### src/rtl/shift_pkg.sv
// Shared types for the iterative shifter: shift operation codes and controller states.
package shift_pkg;

    typedef enum logic [1:0] {
        SLL = 2'd0,
        SRL = 2'd1,
        SRA = 2'd2,
        ROL = 2'd3
    } shift_op_t;

    typedef enum logic [1:0] {
        IDLE  = 2'd0,
        SHIFT = 2'd1,
        DONE  = 2'd2
    } state_t;

endpackage

### src/rtl/shift_step.sv
// Single-position shift/rotate stage; the controller iterates it once per clock.
module shift_step
    import shift_pkg::*;
#(
    parameter int W = 8
) (
    input  logic [W-1:0] data_i,
    input  shift_op_t    op_i,
    output logic [W-1:0] data_o
);

    always_comb begin
        data_o = data_i;
        case (op_i)
            SLL: data_o = {data_i[W-2:0], 1'b0};
            SRL: data_o = {1'b0, data_i[W-1:1]};
            SRA: data_o = {data_i[W-1], data_i[W-1:1]};
            ROL: data_o = {data_i[W-2:0], data_i[W-1]};
            default: data_o = data_i;
        endcase
    end

endmodule

### src/rtl/shift_seq_ctrl.sv
// Sequencing controller: accepts one shift request, performs it one bit per
// clock through shift_step, then holds the result until the consumer takes it.
module shift_seq_ctrl
    import shift_pkg::*;
#(
    parameter int W  = 8,
    parameter int AW = $clog2(W)
) (
    input  logic          clk,
    input  logic          rst_n,
    input  logic          clear,
    input  logic          in_valid,
    output logic          in_ready,
    input  logic [W-1:0]  in_data,
    input  logic [AW-1:0] in_amt,
    input  logic [1:0]    in_op,
    output logic          out_valid,
    input  logic          out_ready,
    output logic [W-1:0]  out_data,
    output logic          busy,
    output logic [7:0]    op_count
);

    state_t        state_q, state_d;
    logic [W-1:0]  data_q, data_d, step_data;
    logic [AW-1:0] cnt_q, cnt_d;
    shift_op_t     op_q, op_d;
    logic [7:0]    op_count_q, op_count_d;
    logic          accept;

    assign accept = in_valid && in_ready;

    shift_step #(.W(W)) u_step (
        .data_i (data_q),
        .op_i   (op_q),
        .data_o (step_data)
    );

    always_ff @(posedge clk or negedge rst_n) begin
        if (!rst_n) state_q <= IDLE;
        else        state_q <= state_d;
    end

    always_comb begin
        state_d = state_q;
        if (clear) begin
            state_d = IDLE;
        end else begin
            case (state_q)
                IDLE:    if (accept) state_d = (in_amt == '0) ? DONE : SHIFT;
                SHIFT:   if (cnt_q <= AW'(1)) state_d = DONE;
                DONE:    if (out_ready) state_d = IDLE;
                default: state_d = IDLE;
            endcase
        end
    end

    always_comb begin
        in_ready  = (state_q == IDLE) && rst_n;
        out_valid = (state_q == DONE);
        busy      = (state_q == SHIFT) || (state_q == DONE);
    end

    // clear keeps the operand register untouched; only the count is dropped
    always_comb begin
        data_d     = data_q;
        cnt_d      = cnt_q;
        op_d       = op_q;
        op_count_d = op_count_q;
        if (clear) begin
            cnt_d = '0;
        end else begin
            case (state_q)
                IDLE: begin
                    if (accept) begin
                        data_d = in_data;
                        cnt_d  = in_amt;
                        op_d   = shift_op_t'(in_op);
                    end
                end
                SHIFT: begin
                    data_d = step_data;
                    if (cnt_q != '0) cnt_d = cnt_q - AW'(1);
                end
                DONE: begin
                    if (out_ready) op_count_d = op_count_q + 8'd1;
                end
                default: ;
            endcase
        end
    end

    always_ff @(posedge clk or negedge rst_n) begin
        if (!rst_n) begin
            data_q     <= '0;
            cnt_q      <= '0;
            op_q       <= SLL;
            op_count_q <= '0;
        end else begin
            data_q     <= data_d;
            cnt_q      <= cnt_d;
            op_q       <= op_d;
            op_count_q <= op_count_d;
        end
    end

    assign out_data = data_q;
    assign op_count = op_count_q;

endmodule

### config.mk
export PLATFORM = sky130hd
export DESIGN_NAME = shift_seq_ctrl
export DESIGN_NICKNAME = d
export VERILOG_FILES = /design/src/rtl/shift_pkg.sv /design/src/rtl/shift_step.sv /design/src/rtl/shift_seq_ctrl.sv
export SDC_FILE = /design/constraint.sdc
export NUM_CORES = 1
export LEC_CHECK = 0
export ABC_CLOCK_PERIOD_IN_PS = 2500
export CAP_MARGIN = 10
export CORE_ASPECT_RATIO = 1.75
export CORE_UTILIZATION = 60
export DETAILED_ROUTE_END_ITERATION = 7
export DONT_BUFFER_PORTS = 1
export PLACE_DENSITY_LB_ADDON = 0.2
export SKIP_CTS_REPAIR_TIMING = 1
export SLEW_MARGIN = 20
export SYNTH_ARGS = -nofsm -noshare
export SYNTH_HDL_FRONTEND = slang
export SYNTH_SLANG_ARGS = --single-unit
### constraint.sdc
create_clock -name clk -period 2.5 [get_ports clk]
set_input_delay 0.125 -clock clk [delete_from_list [all_inputs] [get_ports clk]]
set_output_delay 0.125 -clock clk [all_outputs]
set_load 0.01 [all_outputs]
[Word-level counts from Yosys, hierarchy flattened]
Cells that the tools add are included.
Word-level totals
  register bits after elaboration: 23
  input bits: 18
  output and inout bits: 19
  word-level logic and storage cells: 49
Operators by class
  $add $sub $neg: 2
  order comparisons: 1
  eq/ne operators: 11
  multiplexer cells: 13
  bitwise operators: 1
  reductions and logical operators: 15
Operators by type and width (number)
  $pmux 8 s4: 1
  $pmux 8 s2: 1
  $reduce_and 3->1: 5
  $mux 2: 5
  $mux 3: 3
  $add 8x1->8 const B: 1
  $mux 8: 1
  $eq 2x2->1 const B: 3
  $ne 3x2->1 const B: 2
  $ne 3x3->1 const B: 2
  $pmux 2 s3: 1
  $pmux 3 s2: 1
  $reduce_bool 3->1: 2
  $eq 2x1->1 const B: 2
  $logic_not 2->1: 2
  $ne 2x2->1 const B: 2
  $reduce_and 4->1: 1
  $le 3x1->1 const B: 1
  $logic_not 3->1: 1
  $sub 3x1->3 const B: 1
  $logic_and 1x1->1: 2
  $reduce_bool 2->1: 1
  $logic_or 1x1->1: 1
  $not 1->1: 1

[Depth between registers and ports, before layout]
Gate-level depths: netlist of run 1.
  word-level depth: 6
  mapped depth: 7
  mapped depth without buffers: 6

[Modules after synthesis]
Synthesis of run 1 repeated with hierarchy kept, for this count alone.
Second synthesis, totals
  cell total of the unflattened synthesis: 131
  area, all modules: 1437.6 um2
Modules (own cells, without submodules)
  shift_seq_ctrl: instances 1, cells an instance 116, area each 1303.8 um2, seq. area each 575.6 um2
  shift_step: instances 1, cells an instance 15, area each 133.9 um2, seq. area each 0.0 um2

[Worst setup path before layout of run 1]
Ideal clock, no wire load.
  kind: flip-flop to flip-flop
  start: register state_q[0]
  end: register data_q[7] (netlist: out_data[7])
  setup time: 0.095 ns
  arrival: 1.439 ns
  required time: 2.405 ns
  path slack: 0.966 ns
  cell stages (with the launch flop): 7
  path buffers: 1
  period minus slack after synthesis: 1.534 ns
  cells stage by stage: dfrtp_1 > inv_1 > ha_1 > nand2b_2 > o21a_2 > clkbuf_8 > o31ai_1
On the way
  cells in the longest elaborated chain, start to end: 5
RTL lines
  from (decl): RTL line shift_seq_ctrl.sv:24  | state_t state_q, state_d;
  from (signal assigned): RTL line shift_seq_ctrl.sv:41  | else state_q <= state_d;
  $logic_not 2->1: RTL line shift_seq_ctrl.sv:59, shift_seq_ctrl.sv:73
  $logic_and 1x1->1: RTL line shift_seq_ctrl.sv:59  | in_ready = (state_q == IDLE) && rst_n;
  $logic_and 1x1->1: RTL line shift_seq_ctrl.sv:31  | assign accept = in_valid && in_ready;
  $ne 2x2->1 (no line)
  $reduce_and 4->1 (no line)
  to (signal assigned): RTL line shift_seq_ctrl.sv:100  | data_q <= data_d;
  to (decl): RTL line shift_seq_ctrl.sv:25  | logic [W-1:0] data_q, data_d, step_data;
Several ways; a longest one is shown, not always the timed one.
A chain may end at the register's enable or synchronous reset.

[Worst setup path in the final report of run 1]
  start: register state_q[1]
  end: register data_q[7] (netlist: out_data[7])
The elaborated chain is that of the path after synthesis.

==> results of run 1 <==
[cell type report]
cell class | instances | area [um^2] | share of cell area [%]
Tap cell | 24 | 30.0 | 2.05
Inverter | 6 | 22.5 | 1.54
Timing Repair Buffer | 5 | 57.6 | 3.93
Sequential cell | 23 | 576 | 39.3
Clock buffer | 4 | 26.3 | 1.80
Multi-Input combinational cell | 93 | 751 | 51.3
[worst min-delay path by stage]
stage          depth (start not counted)     endpoint  slack, ns       start
6_report                               2  out_data[0]       0.04  in_data[0]
5_1_grt                                2     cnt_q[2]       0.05       clear
4_1_cts                                0  op_count[3]      -0.51       rst_n
3_5_place_dp                           0  op_count[3]      -0.17       rst_n
3_3_place_gp                           0  op_count[3]      -0.17       rst_n
2_1_floorplan                          0     cnt_q[0]      -0.17       rst_n
[placed cells by master, fill, tap and decap left out, types with 2 or more instances in the layout]
cell and instances:
a211oi_1 7, a21o_1 6, a21oi_1 3, and2_1 2, clkbuf_4 3, dfrtp_1 23
dlygate4sd3_1 3, ha_1 7, inv_1 6, mux2_2 5, mux2i_1 9, nand2_1 5
nand3_2 2, nand3b_1 2, nand4_1 2, nor2_1 11, nor2b_1 3, o21ai_0 2
o31ai_1 2, xnor2_1 5, xor2_1 2
[per-layer routing]
layer  up-vias  global-route usage (%)
met5         -                       0
met2        23                    39.4
li1        466                       -
met3         4                    3.37
met1       472                    26.5
met4         0                    9.05
[per-stage QoR]
step                hold WS (ns)  instance area [um^2]  power, W
floorplan                 -0.171                  1400   0.00131
global placement          -0.170                  1390   0.00139
detailed placement        -0.170                  1390   0.00143
CTS                       -0.512                  1410   0.00159
global route              0.0478                  1460   0.00173
finish                    0.0390                  1460   0.00160
[power by group through the flow]
stage / registers, W / logic, W / clock network (W)
2_1_floorplan: 0.000693 / 0.000621 / 0
3_3_place_gp: 0.000734 / 0.000660 / 0
3_5_place_dp: 0.000739 / 0.000686 / 0
4_1_cts: 0.000730 / 0.000692 / 0.000173
5_1_grt: 0.000757 / 0.000790 / 0.000188
6_report: 0.000729 / 0.000697 / 0.000170
[state kept, by name, indices dropped and copies added (netlist names)]
register  cells
cnt_q         3
out_data      8
op_q          2
op_count      8
state_q       2
[cell usage after synthesis]
master	instances
a211oi_1	7
a21o_1	6
a21oi_1	3
a22o_1	1
a31oi_1	1
and2_1	2
and3_1	1
and3b_1	1
and3b_2	1
and4_4	1
buf_4	1
buf_6	1
clkbuf_4	1
clkbuf_8	2
dfrtp_1	23
ha_1	7
inv_1	6
mux2_2	5
mux2i_1	9
nand2_1	5
nand2b_1	1
nand2b_2	1
nand3_1	1
nand3_2	2
nand3b_1	2
nand4_1	2
nand4b_4	1
nor2_1	11
nor2b_1	3
nor3_1	1
o211ai_1	1
o21a_2	1
o21ai_0	2
o21bai_1	1
o2bb2ai_1	1
o31ai_1	2
o32a_1	1
o32ai_1	1
xnor2_1	5
xnor2_4	1
xor2_1	2
[cells by family (layout without fill, tap and decap cells)]
logic type	count (synthesis)	count (layout)
simple gates	36	36
compound gates	28	28
flops	23	23
mux	14	14
buf+inv	11	15
xor+xnor	8	8
fa+ha+maj	7	7
==> impl_metrics.json, run 1 <==
{
  "status": "finished clean",
  "synth.mux.area_fraction_pct": 10.4,
  "final_nets": 157,
  "seq_area_frac_synth_pct": 41.0,
  "crit_path_top_delay_cell": "dfrtp_1",
  "finClkSkew_ns": 0.000732,
  "worstPathArrival_ns": 1.88,
  "synth_warnings": 0,
  "routedWlPerCell_um": 16.5,
  "hold_viol_final": 0,
  "cts_buffers": 3,
  "syn-cell-area_mm2": 0.00140,
  "rsz0062_at_grt": "false",
  "drc_errors": 0,
  "ys_types": 41,
  "antenna_found_initial": 0,
  "tns_ns": 0,
  "totalWireLength_um": 2560,
  "coreArea_mm2": 0.00215,
  "cts.htree.levels": 1,
  "combPwrFrac_pct": 43.7,
  "cp_num_cells": 7,
  "path_cells": "inv_1 > ha_1 > buf_4 > nand2b_2 > o21a_2 > o21ai_0 > o31ai_1",
  "cp-start-kind": "flip-flop",
  "fin_util_pct": 68.1,
  "wl_met3_um": 104,
  "required_ns": 2.69,
  "power.density_mw_per_mm2": 1090,
  "cp_max_fo": 22,
  "layout-drive-gt1-share_pct": 13.7,
  "cts_tree": "done",
  "gp_congestion": 0.714,
  "final-setup-viol-count": 0,
  "seqPwrFrac_pct": 45.7,
  "globalRouteOverflowTotal": 0,
  "yosys-top-cells-area": "dfrtp_1, mux2i_1, ha_1",
  "n_fill_cell": 170,
  "die_x_um": 38.6,
  "die_height_um": 66.0,
  "slew_headroom_pct": 78.1,
  "fin_crit_sh_pct": 67.4,
  "syn2layout_area_growth_pct": 4.28,
  "hold_path.class": "primary input to flip-flop",
  "die-area_mm2": 0.00254,
  "max_stage_delay_ns": 0.42,
  "ys_ff_latch": 23,
  "grt_start_max_net_pins": 28,
  "ant_nets": 0,
  "p_leak_nw": 0.690,
  "postSynthCellCount": 127,
  "reg2regPathDepth": 7,
  "rows": 22,
  "grt_pass1_wl_um": 4150,
  "synth-compound-area-share_pct": 14.5,
  "min_period_ns": 1.68,
  "timing.fmax_ghz": 0.594,
  "vias": 965,
  "io_buffers": 0,
  "dp.cells": 147,
  "max_cap_violations": 0,
  "avgSynthCellArea_um2": 11.0,
  "synthAdderAreaFrac_pct": 6.24,
  "grt_pass1_vias": 974,
  "drt_first_pass_iters": 4,
  "dpl.hpwl_um": 1890,
  "setup_slack_ns": 0.815,
  "wl_met2_um": 1390,
  "synth_top_area_share_pct": 41.0,
  "p_clk_share_pct": 10.7,
  "floorplan.initialDensity_pct": 65.3,
  "cp-end-kind": "flip-flop",
  "synth_top_family_by_area": "simple AND/OR/NAND/NOR gates",
  "antennaDiodeCount": 0,
  "criticalPathCategory": "flip-flop to flip-flop",
  "highest_layer": "met4",
  "place_ws_ns": 0.819,
  "rrSetupSlack_ns": 0.82,
  "synthXorXnorAreaFrac_pct": 6.33,
  "synth_area_leader_cell": "dfrtp_1",
  "clk_path_buf_depth": 2,
  "fin_cells": 155,
  "yosys.area_share.simple_pct": 16.0,
  "endpoint": "out_data[7]",
  "met1_length_um": 1020,
  "intPower_w": 0.000925,
  "rr_endpoint": "out_data[7]",
  "startpoint": "state_q[1]",
  "swShare_pct": 42.1,
  "avgViaCountPerCell": 6.23,
  "drtIter0Drc": 22,
  "track_usage_pct": 22.7,
  "cp_top_family": "compound AO/OA/AOI/OAI gates",
  "r2r_start": "state_q[1]",
  "clock_latency_ns": 0.31,
  "clk_pin_slew_ns": 0.12,
  "num_io_pins": 37,
  "cts_root_buf": "clkbuf_4",
  "synth_nets": 152,
  "cts_num_sinks": 23,
  "slew_viol_final": 0,
  "max_slew.worst_pin.slew_ns": 0.329,
  "ir_worst_vdd_uv": 641,
  "cp.buffers_inverters": 2,
  "p_switching_w": 0.000672
}
Power figures use the tool's default switching activity.
==> run 2, diff against run 1 <==
--- a/config.mk
+++ b/config.mk
@@ -5,7 +5,7 @@
 export SDC_FILE = /design/constraint.sdc
 export NUM_CORES = 1
 export LEC_CHECK = 0
-export ABC_CLOCK_PERIOD_IN_PS = 2500
+export ABC_CLOCK_PERIOD_IN_PS = 1560
 export CAP_MARGIN = 10
 export CORE_ASPECT_RATIO = 1.75
 export CORE_UTILIZATION = 60
==> constraint.sdc (replaced) <==
create_clock -name clk -period 1.56 [get_ports clk]
set_input_delay 0.078 -clock clk [delete_from_list [all_inputs] [get_ports clk]]
set_output_delay 0.078 -clock clk [all_outputs]
set_load 0.01 [all_outputs]
==> run 2 against run 1 <==
The flow now finishes with violations (hold timing). Final area grew 9.1%. Combinational power grew 99%. Sequential power grew 62%. First-iteration DRC count grew 23%. Clock power grew 58%. Highest routed layer unchanged.
==> impl_metrics.json, run 2 (synthesis results as in run 1) <==
{
  "rows": 22,
  "hp-start": "in_data[0]",
  "grt_pass1_wl_um": 4370,
  "rrSetupSlack_ns": 0.04,
  "slew_viol_final": 0,
  "path_cells": "inv_2 > ha_2 > and3b_1 > buf_4 > mux2_2",
  "violations": "hold timing",
  "criticalPathCategory": "flip-flop to flip-flop",
  "gp_congestion": 0.745,
  "cp.buffers_inverters": 2,
  "place_ws_ns": -0.0713,
  "slew_headroom_pct": 78.6,
  "crit_path_top_delay_cell": "dfrtp_1",
  "cts_root_buf": "clkbuf_4",
  "setup_slack_ns": 0.0352,
  "vias": 1002,
  "cp-start-kind": "flip-flop",
  "cts_buffers": 3,
  "cts.htree.levels": 1,
  "routedWlPerCell_um": 17.5,
  "hold_path_end": "out_data[0]",
  "holdPathStages": 2,
  "coreArea_mm2": 0.00215,
  "ir_worst_vdd_uv": 1180,
  "cp-end-kind": "flip-flop",
  "hold_path.class": "primary input to flip-flop",
  "clk_pin_slew_ns": 0.13,
  "cts_tree": "done",
  "antennaDiodeCount": 0,
  "avgViaCountPerCell": 6.19,
  "final_common_cell": "dfrtp_1",
  "fin_crit_sh_pct": 97.7,
  "floorplan.initialDensity_pct": 65.3,
  "placed_cell_area_mm2": 0.00143,
  "max_stage_delay_ns": 0.45,
  "finClkSkew_ns": 0.00419,
  "num_io_pins": 37,
  "mostFrequentLayoutCells": "dfrtp_1, nor2_1, mux2i_1",
  "clk_path_buf_depth": 2,
  "max_cap_violations": 0,
  "final_nets": 164,
  "timing.fmax_ghz": 0.656,
  "p_leak_nw": 0.743,
  "required_ns": 1.75,
  "grt_start_max_net_pins": 28,
  "hold_viol_final": 1,
  "ant_nets": 0,
  "drtIter0Drc": 27,
  "dpl.hpwl_um": 1930,
  "max_slew.worst_pin.slew_ns": 0.321,
  "totalWireLength_um": 2840,
  "n_fill_cell": 148,
  "die_height_um": 66.0,
  "io_buffers": 0,
  "rsz0062_at_grt": "true",
  "die-area_mm2": 0.00254,
  "cts_num_sinks": 23,
  "syn2layout_area_growth_pct": 13.7,
  "status": "finished with violations",
  "die_x_um": 38.6,
  "hold_slack_ns": -0.0141,
  "clock_latency_ns": 0.30,
  "cp_top_family": "flip-flops",
  "drc_errors": 0,
  "rr_endpoint": "op_count[1]",
  "globalRouteOverflowTotal": 0,
  "cp_max_fo": 5,
  "antenna_found_initial": 0,
  "layout-drive-gt1-share_pct": 26.1,
  "power.density_mw_per_mm2": 1780,
  "drt_first_pass_iters": 4,
  "grt_pass1_vias": 1021,
  "min_period_ns": 1.52,
  "final-setup-viol-count": 0,
  "tns_ns": 0,
  "reg2regPathDepth": 5,
  "final_area_mm2": 0.00160,
  "p_total_w": 0.00284,
  "track_usage_pct": 23.3,
  "r2r_start": "state_q[0]",
  "worstPathArrival_ns": 1.72
}
-- run 2: worst max-delay path by stage --
stage / slack (ns) / endpoint / cells after the start / from
3_3_place_gp: 0.002 / out_data[7] / 6 / state_q[0]
6_report: 0.04 / op_count[1] / 5 / state_q[0]
3_5_place_dp: -0.07 / out_data[4] / 6 / state_q[0]
2_1_floorplan: 0.03 / out_data[7] / 6 / state_q[0]
4_1_cts: -0.11 / out_data[4] / 6 / state_q[0]
5_1_grt: -0.03 / out_data[3] / 7 / state_q[0]
-- run 2: report_power, final --
group	switching, W	total, W	internal [W]	leakage, nW
registers	0.000373	0.00118	0.000812	0.296
clock network	0.000173	0.000269	0.0000954	0.0177
logic	0.000652	0.00139	0.000736	0.430
-- run 2: layer usage --
layer | track usage (%) | vias up | wire length, um
met1 | 29.3 | 495 | 1100
met5 | 0 | - | 0
met3 | 3.03 | 6 | 99
li1 | - | 474 | -
met4 | 6.47 | 0 | 64
met2 | 40.2 | 27 | 1580
-- run 2: metrics by stage --
stage	cells	utilization, %
2_1_floorplan	127	-
3_3_place_gp	153	66.7
3_5_place_dp	153	66.7
4_1_cts	157	67.9
5_1_grt	162	74.3
6_report	162	74.3
-- run 2: worst register-to-register path, delay by kind of cell (launching register included) --
kind                     cells  cell delay [ns]
flip-flops                   1             0.45
multiplexers                 1             0.34
buffers and inverters        2             0.25
adder cells (fa/ha/maj)      1             0.19
AND/OR/NAND/NOR              1             0.19
-- run 2: area by class of cell --
cell class	instances	area, um^2	area share, %
Clock inverter	1	5.00	0.314
Multi-Input combinational cell	93	826	51.8
Timing Repair Buffer	12	114	7.14
Sequential cell	23	576	36.1
Clock buffer	3	22.5	1.41
Inverter	6	22.5	1.41
Tap cell	24	30.0	1.88
